## src/rtl/uart_cmd_rx.sv

```systemverilog
// 8N1 UART receiver with a fixed-length command packet parser (A5, CMD, ADDR, DATA [, CHK]).
// Define UART_CMD_CHECKSUM_EN to require a trailing CHK = CMD ^ ADDR ^ DATA byte.
module uart_cmd_rx #(
  parameter int CLK_FREQ     = 25_000_000,
  parameter int BAUD         = 115200,
  parameter int CLKS_PER_BIT = CLK_FREQ / BAUD,
  parameter int TIMEOUT_BITS = 40
) (
  input  logic       clk,
  input  logic       rst,
  input  logic       rx,
  output logic [7:0] conf_addr,
  output logic [7:0] conf_data,
  output logic       sccb_start,
  output logic       take_pic,
  output logic       hdr_en,
  output logic       cmd_err,
  output logic       rx_busy
);
  localparam int CW       = $clog2(CLKS_PER_BIT);
  localparam int TO_LIMIT = TIMEOUT_BITS * CLKS_PER_BIT;
  localparam int TW       = $clog2(TO_LIMIT + 1);
  localparam logic [CW-1:0] HALF_BIT = CW'(CLKS_PER_BIT / 2 - 1);
  localparam logic [CW-1:0] FULL_BIT = CW'(CLKS_PER_BIT - 1);

  typedef enum logic [1:0] {B_IDLE, B_START, B_DATA, B_STOP} bstate_t;
`ifdef UART_CMD_CHECKSUM_EN
  typedef enum logic [2:0] {P_HUNT, P_CMD, P_ADDR, P_DATA, P_CHK} pstate_t;
`else
  typedef enum logic [2:0] {P_HUNT, P_CMD, P_ADDR, P_DATA} pstate_t;
`endif

  logic          rx_meta_q, rx_s_q;
  bstate_t       bstate_q, bstate_d;
  logic [CW-1:0] cnt_q, cnt_d;
  logic [2:0]    bit_q, bit_d;
  logic [7:0]    shreg_q, shreg_d;
  logic          byte_valid, frame_err;

  pstate_t       pstate_q, pstate_d;
  logic [7:0]    cmd_q, cmd_d, addr_q, addr_d, data_q, data_d;
  logic [TW-1:0] to_q, to_d;
  logic [7:0]    conf_addr_q, conf_addr_d, conf_data_q, conf_data_d;
  logic          sccb_q, sccb_d, pic_q, pic_d, hdr_q, hdr_d, err_q, err_d;
  logic          exec;

  always_ff @(posedge clk) begin
    if (rst) begin
      rx_meta_q   <= 1'b1;
      rx_s_q      <= 1'b1;
      bstate_q    <= B_IDLE;
      cnt_q       <= '0;
      bit_q       <= '0;
      shreg_q     <= '0;
      pstate_q    <= P_HUNT;
      cmd_q       <= '0;
      addr_q      <= '0;
      data_q      <= '0;
      to_q        <= '0;
      conf_addr_q <= '0;
      conf_data_q <= '0;
      sccb_q      <= 1'b0;
      pic_q       <= 1'b0;
      hdr_q       <= 1'b0;
      err_q       <= 1'b0;
    end else begin
      rx_meta_q   <= rx;
      rx_s_q      <= rx_meta_q;
      bstate_q    <= bstate_d;
      cnt_q       <= cnt_d;
      bit_q       <= bit_d;
      shreg_q     <= shreg_d;
      pstate_q    <= pstate_d;
      cmd_q       <= cmd_d;
      addr_q      <= addr_d;
      data_q      <= data_d;
      to_q        <= to_d;
      conf_addr_q <= conf_addr_d;
      conf_data_q <= conf_data_d;
      sccb_q      <= sccb_d;
      pic_q       <= pic_d;
      hdr_q       <= hdr_d;
      err_q       <= err_d;
    end
  end

  // Byte deserialiser: every sample lands at a bit centre, counted from the start-bit edge.
  always_comb begin
    bstate_d   = bstate_q;
    cnt_d      = cnt_q;
    bit_d      = bit_q;
    shreg_d    = shreg_q;
    byte_valid = 1'b0;
    frame_err  = 1'b0;
    case (bstate_q)
      B_IDLE: begin
        if (!rx_s_q) begin
          cnt_d    = HALF_BIT;
          bstate_d = B_START;
        end
      end
      B_START: begin
        if (cnt_q == '0) begin
          if (rx_s_q) begin
            bstate_d = B_IDLE;
          end else begin
            bstate_d = B_DATA;
            cnt_d    = FULL_BIT;
            bit_d    = 3'd0;
          end
        end else begin
          cnt_d = cnt_q - CW'(1);
        end
      end
      B_DATA: begin
        if (cnt_q == '0) begin
          shreg_d = {rx_s_q, shreg_q[7:1]};
          cnt_d   = FULL_BIT;
          if (bit_q == 3'd7) bstate_d = B_STOP;
          else               bit_d    = bit_q + 3'd1;
        end else begin
          cnt_d = cnt_q - CW'(1);
        end
      end
      default: begin
        if (cnt_q == '0) begin
          bstate_d = B_IDLE;
          if (rx_s_q) byte_valid = 1'b1;
          else        frame_err  = 1'b1;
        end else begin
          cnt_d = cnt_q - CW'(1);
        end
      end
    endcase
  end

  // Packet parser; effects of a complete packet are registered, so they appear one cycle after the last byte.
  always_comb begin
    pstate_d    = pstate_q;
    cmd_d       = cmd_q;
    addr_d      = addr_q;
    data_d      = data_q;
    to_d        = to_q;
    conf_addr_d = conf_addr_q;
    conf_data_d = conf_data_q;
    sccb_d      = 1'b0;
    pic_d       = 1'b0;
    hdr_d       = hdr_q;
    err_d       = 1'b0;
    exec        = 1'b0;

    if (byte_valid || pstate_q == P_HUNT) begin
      to_d = '0;
    end else if (bstate_q == B_IDLE) begin
      to_d = to_q + TW'(1);
    end

    if (frame_err) begin
      err_d    = 1'b1;
      pstate_d = P_HUNT;
    end else if (byte_valid) begin
      case (pstate_q)
        P_HUNT: if (shreg_q == 8'hA5) pstate_d = P_CMD;
        P_CMD: begin
          cmd_d    = shreg_q;
          pstate_d = P_ADDR;
        end
        P_ADDR: begin
          addr_d   = shreg_q;
          pstate_d = P_DATA;
        end
`ifdef UART_CMD_CHECKSUM_EN
        P_DATA: begin
          data_d   = shreg_q;
          pstate_d = P_CHK;
        end
        default: begin
          pstate_d = P_HUNT;
          if (shreg_q == (cmd_q ^ addr_q ^ data_q)) exec  = 1'b1;
          else                                     err_d = 1'b1;
        end
`else
        default: begin
          data_d   = shreg_q;
          pstate_d = P_HUNT;
          exec     = 1'b1;
        end
`endif
      endcase
    end else if (pstate_q != P_HUNT && bstate_q == B_IDLE && to_q == TW'(TO_LIMIT - 1)) begin
      err_d    = 1'b1;
      pstate_d = P_HUNT;
      to_d     = '0;
    end

    if (exec) begin
      case (cmd_q)
        8'h01: begin
          conf_addr_d = addr_q;
          conf_data_d = data_d;
          sccb_d      = 1'b1;
        end
        8'h02:   pic_d = 1'b1;
        8'h03:   hdr_d = data_d[0];
        default: err_d = 1'b1;
      endcase
    end
  end

  assign conf_addr  = conf_addr_q;
  assign conf_data  = conf_data_q;
  assign sccb_start = sccb_q;
  assign take_pic   = pic_q;
  assign hdr_en     = hdr_q;
  assign cmd_err    = err_q;
  assign rx_busy    = (pstate_q != P_HUNT);
endmodule

```

## config.mk

```make
export PLATFORM = sky130hd
export DESIGN_NAME = uart_cmd_rx
export DESIGN_NICKNAME = d
export VERILOG_FILES = /design/src/rtl/uart_cmd_rx.sv
export SDC_FILE = /design/constraint.sdc
export NUM_CORES = 1
export LEC_CHECK = 0
export ABC_AREA = 1
export CORE_ASPECT_RATIO = 1.1
export CORE_MARGIN = 3
export CORE_UTILIZATION = 55
export DETAILED_ROUTE_END_ITERATION = 6
export PLACE_DENSITY = 0.74
export SLEW_MARGIN = 0
export SYNTH_ARGS = -nofsm -noshare
export SYNTH_HDL_FRONTEND = slang
export SYNTH_SLANG_ARGS = --single-unit
```

## constraint.sdc

```tcl
create_clock -name clk -period 2 [get_ports clk]
set_input_delay 0.4 -clock clk [delete_from_list [all_inputs] [get_ports clk]]
set_output_delay 0.4 -clock clk [all_outputs]
set_load 0.01 [all_outputs]
```

==> After elaboration in Yosys (flattened, before gate mapping) <==
Cells that the tools add are included.
{ "word_totals": {"inputBits": 3, "out_inout_bits": 21, "wordCells": 111, "register_bits": 84} }
{ "classes": {"n_reduce_logical": 24, "eq_ne": 19, "add_sub_neg": 3, "n_bitwise": 2, "muxes": 46} }
{ "ops": {"columns": ["cell", "count"], "rows": [
  ["2-to-1 mux 14 bit", 5],
  ["2-to-1 mux 8 bit", 8],
  ["one-hot mux 8 bit (3 select lines)", 1],
  ["2-to-1 mux 3 bit", 7],
  ["== test 8 x 2 -> 1 bit, second input constant", 2],
  ["2-to-1 mux 1 bit", 16],
  ["adder 14 x 1 -> 14 bit, second input constant", 1],
  ["== test 14 bit, second input constant", 1],
  ["2-to-1 mux 2 bit", 6],
  ["inequality test 2 bit, second input constant", 6],
  ["AND reduction 5 bit", 2],
  ["one-hot mux 3 bit (3 select lines)", 1],
  ["AND reduction 3 bit", 3],
  ["OR reduction 3 bit", 3],
  ["== test 8 x 1 -> 1 bit, second input constant", 1],
  ["== test 8 bit, second input constant", 1],
  ["logical NOT 8 bit", 1],
  ["AND reduction 2 bit", 4],
  ["subtractor 8 x 1 -> 8 bit, second input constant", 1],
  ["one-hot mux 2 bit (3 select lines)", 1],
  ["one-hot mux 3 bit (2 select lines)", 1],
  ["nonzero test 2 bit", 3],
  ["inequality test 4 x 1 -> 1 bit, second input constant", 1],
  ["OR reduction 2 bit", 2],
  ["other kinds (14)", 16]
]} }

==> Longest topological paths before layout <==
{ "depth": {"ltp_word": 8, "mapped_depth": 12} }

==> Worst setup path after synthesis <==
Ideal clock, no wire load.
{ "synth_timing": {"path_kind": "register to register", "start": "register bstate_q[0]", "end": "register cnt_q[0]", "path_stages_with_launch": 13, "path_slack_ns": 0.263, "setup_time_ns": 0.064, "arrival_ns": 1.672, "required_time_ns": 1.936, "cell_sequence": "dfxtp_1 > inv_1 > ha_1 > buf_2 > inv_1 > nand2_1 > o21ai_0 > nand2_1 > nand2_2 > inv_1 > o21ai_0 > a21oi_1 > nor2_1"} }
{ "synth_between": {"elab_chain_len": 3, "word_cells_on_any_way": 8, "cone_classes": "eq/ne: 5; mux: 1; reduce/logical: 2"} }
{ "synth_lines": {"columns": ["item", "line_no", "text"], "rows": [
  ["start, declared", "34", "bstate_t bstate_q, bstate_d;"],
  ["start signal, assigned", "69", "bstate_q <= bstate_d;"],
  ["== test 2 bit, or another cell as far along", "95", "case (bstate_q)"],
  ["inequality test 4 x 1 -> 1 bit (no line), or another cell as far along", null, null],
  ["AND reduction 3 bit (no line)", null, null],
  ["end signal, assigned", "70", "cnt_q <= cnt_d;"],
  ["end, declared", "35", "logic [CW-1:0] cnt_q, cnt_d;"]
]} }
Several ways; a longest one is shown, not always the timed one.
A chain may end at the register's enable or synchronous reset.

==> Worst setup path after layout <==
{ "layout_timing": {"start": "register pstate_q[1]", "end": "output port rx_busy"} }
{ "layout_between": {"elab_chain_len": 1} }
{ "layout_lines": {"columns": ["item", "line_no", "text"], "rows": [
  ["start, declared", "40", "pstate_t pstate_q, pstate_d;"],
  ["start signal, assigned", "73", "pstate_q <= pstate_d;"],
  ["nonzero test 3 bit", "216", "assign rx_busy = (pstate_q != P_HUNT);"],
  ["end, declared", "18", "output logic rx_busy"]
]} }
No other way between the ends.

==> flow_summary.json <==
{
  "outcome": "complete, no violations",
  "power.density_nw_per_um2": 972,
  "num_io_pins": 24,
  "finalCriticalPeriod_ns": 1.88,
  "cts_hold_buf": 0,
  "rsz0062_at_grt": "false",
  "r2r_cells": 11,
  "r2r-start": "cnt_q[0]$_SDFFE_PP0P_",
  "reg2reg_slack_ns": 0.15,
  "setup_viol": 0,
  "ys.flop_type": "dfxtp_1",
  "cts_root_buf": "clkbuf_8",
  "cts_made_buffers": 9,
  "synth.area.top_cells": "dfxtp_1 44%, nor2_1 10%, a21oi_1 5.9%",
  "fp.dieW_um": 81.1,
  "setup_tns_ns": 0,
  "first_pass_iters": 5,
  "busiest_layer": "met2",
  "grt_pass1_vias": 2823,
  "grt_max_degree": 34,
  "maxCapViolCount": 0,
  "grt_util_met2_pct": 40.0,
  "globalRouteOverflowTotal": 0,
  "ant_nets": 0,
  "vias_per_cell": 5.22,
  "final_common_cell": "nor2_1",
  "drive_gt1_share_pct": 10.3,
  "htree_levels": 3,
  "wl_per_cell_um": 13.0,
  "start_kind": "flip-flop",
  "power_w": 0.00389,
  "place_area_um2": 3760,
  "cts.sinks": 75,
  "n_antenna_cell": 0,
  "synth_top_area_cell": "dfxtp_1",
  "skew_ns": 0.0109,
  "drt_iter0_drc": 141,
  "worstSetupPathType": "reg2out",
  "synth-edff-count": 0,
  "cp_max_fo": 5,
  "dp_hpwl_um": 5330,
  "grt_use_met3_pct": 4.28,
  "syn_nets": 464,
  "syn_area_per_cell_um2": 7.64,
  "cp-startpoint": "pstate_q[1]$_SDFFE_PP0P_",
  "peakVddDrop_uv": 541,
  "yosys.area.top_type_share_pct": 44.0,
  "slew_headroom_pct": 67.0,
  "cp-end-kind": "output pin",
  "whs_endpoint": "rx_s_q$_SDFF_PP1_",
  "worstPathRequired_ns": 1.60,
  "power_leakage_nw": 1.66,
  "groute.layer.met1.usage_pct": 26.7,
  "grt_pass1_wl_um": 12600,
  "final_cell_mix": "90 x nor2_1, 72 x dfxtp_1, 46 x nand2_1",
  "clock_latency_ns": 0.35,
  "clk_pin_slew_worst_paths_ns": 0.08,
  "max_freq_mhz": 531,
  "hold_path_depth": 1,
  "maxSlewViolCount": 0,
  "vias": 2934,
  "cts_tree": "done",
  "finalHoldViolations": 0,
  "stdcell_area_um2": 4000,
  "synth_seq_area_share_pct": 44.0,
  "cp.arrival_ns": 1.48,
  "area_growth_pct": 17.2,
  "fp.dieH_um": 88.7,
  "finish.utilization_pct": 68.1,
  "antenna_found_initial": 0,
  "crit_slowest_cell": "dfxtp_1",
  "reg2reg_to": "conf_addr[5]$_SDFFE_PP0P_",
  "timing.final.crit_share_pct": 94.1,
  "yosys_warnings": 0,
  "crit_top_cell": "inv_1",
  "grt_use_total_pct": 22.7,
  "worst_slew_pin_slew_ns": 0.492,
  "synthDistinctLibCells": 33,
  "gp_congestion": 0.843,
  "hp-start": "rx_meta_q$_SDFF_PP1_",
  "path_cells": "inv_1 -> ha_1 -> inv_1 -> dlygate4sd2_1",
  "synth_seq_cells": 75,
  "nets": 497,
  "hold_ws_ns": 0.419,
  "coreArea_um2": 5880,
  "cpPeakStageDelay_ns": 0.40,
  "clk_path_buf_depth": 2,
  "async_flop_share_pct": 0,
  "row_count": 29,
  "dieArea_um2": 7190,
  "drc": 0,
  "hold_class": "reg2reg",
  "syn-cell-area_um2": 3420,
  "syn_inst": 447,
  "routed_wl_um": 7330,
  "start_util_pct": 58.1,
  "io_buffer_count": 23
}
-- worst max path at each step --
stage / end / slack, ns / depth (start not counted)
CTS: rx_busy / 0.07 / 4
global route: conf_addr[4]$_SDFFE_PP0P_ / 0.0001 / 11
detailed placement: conf_addr[5]$_SDFFE_PP0P_ / 0.14 / 11
global placement: rx_busy / 0.21 / 4
finish: rx_busy / 0.12 / 4
floorplan: cnt_q[0]$_SDFFE_PP0P_ / 0.26 / 12
-- cell type report --
class / count / area [um^2]
clock inverter: 6 / 65.1
sequential: 75 / 1510
tap: 77 / 96.3
inverter: 43 / 161
clock buffer: 10 / 138
timing repair buffer: 36 / 352
fill: 540 / 1870
multi-input combinational: 315 / 1690
-- where the power goes --
| group | total, W | internal, W | switching, W |
|---|---|---|---|
| clock | 0.00118 | 0.000610 | 0.000572 |
| sequential | 0.00165 | 0.00157 | 0.0000757 |
| combinational | 0.00106 | 0.000371 | 0.000690 |
-- registers in the layout, summed over array words and instances, names as in the netlist --
signal / count
addr_q: 8
bit_q: 3
bstate_q: 2
cmd_err: 1
cmd_q: 8
cnt_q: 8
conf_addr: 8
conf_data: 8
hdr_en: 1
pstate_q: 2
rx_meta_q: 1
rx_s_q: 1
sccb_start: 1
shreg_q: 8
take_pic: 1
to_q: 14
-- per-stage QoR --
step | setup slack [ns] | instances
after floorplan | 0.263 | 447
after global placement | 0.214 | 543
after detailed placement | 0.144 | 543
after CTS | 0.0652 | 559
after global routing | 0.000108 | 562
final | 0.118 | 562
-- worst max-delay path: cells and delay by family, from the launching register on --
family,cells,cell delay [ns]
DFF,1,0.40
buffers and inverters,3,0.55
adders and majority gates,1,0.19
-- cell families after synthesis --
logic type | share of synthesized area (%)
and+or+nand+nor | 26.2
adders and majority gates | 5.13
AOI/OAI and AO/OA | 13.7
buffers and inverters | 6.74
xor gates and xnor gates | 4.36
DFF | 44.0
-- routing by layer --
metal	share of wire, %	vias up
li1	-	1525
met1	45	1357
met2	50	35
met3	2.2	17
met4	2.7	0
met5	0	-
-- what timing repair did --
| item | 4_1_cts | 5_1_grt |
|---|---|---|
| pin swaps | 0 | 2 |
| gates resized for setup | 1 | 4 |
| setup endpoints to repair | 1 | 20 |
| buffers inserted | 0 | 3 |
-- cell usage after synthesis (2+ instances only) --
| master | count |
|---|---|
| nand3b_1 | 2 |
| o21ai_0 | 39 |
| buf_2 | 4 |
| nand2_1 | 46 |
| xor2_1 | 12 |
| dfxtp_1 | 75 |
| nand4_2 | 2 |
| or2_2 | 2 |
| inv_1 | 42 |
| a31oi_1 | 2 |
| o21ai_1 | 7 |
| nand4_1 | 7 |
| nor2_8 | 2 |
| clkbuf_1 | 8 |
| a21oi_1 | 40 |
| nor3_1 | 14 |
| o211ai_1 | 2 |
| nand2_2 | 2 |
| nand2_4 | 2 |
| nor2_2 | 3 |
| ha_1 | 14 |
| nor2_1 | 91 |
| xnor2_1 | 5 |
| nand3_1 | 15 |
Note: power is estimated with default switching activity, not from simulation.
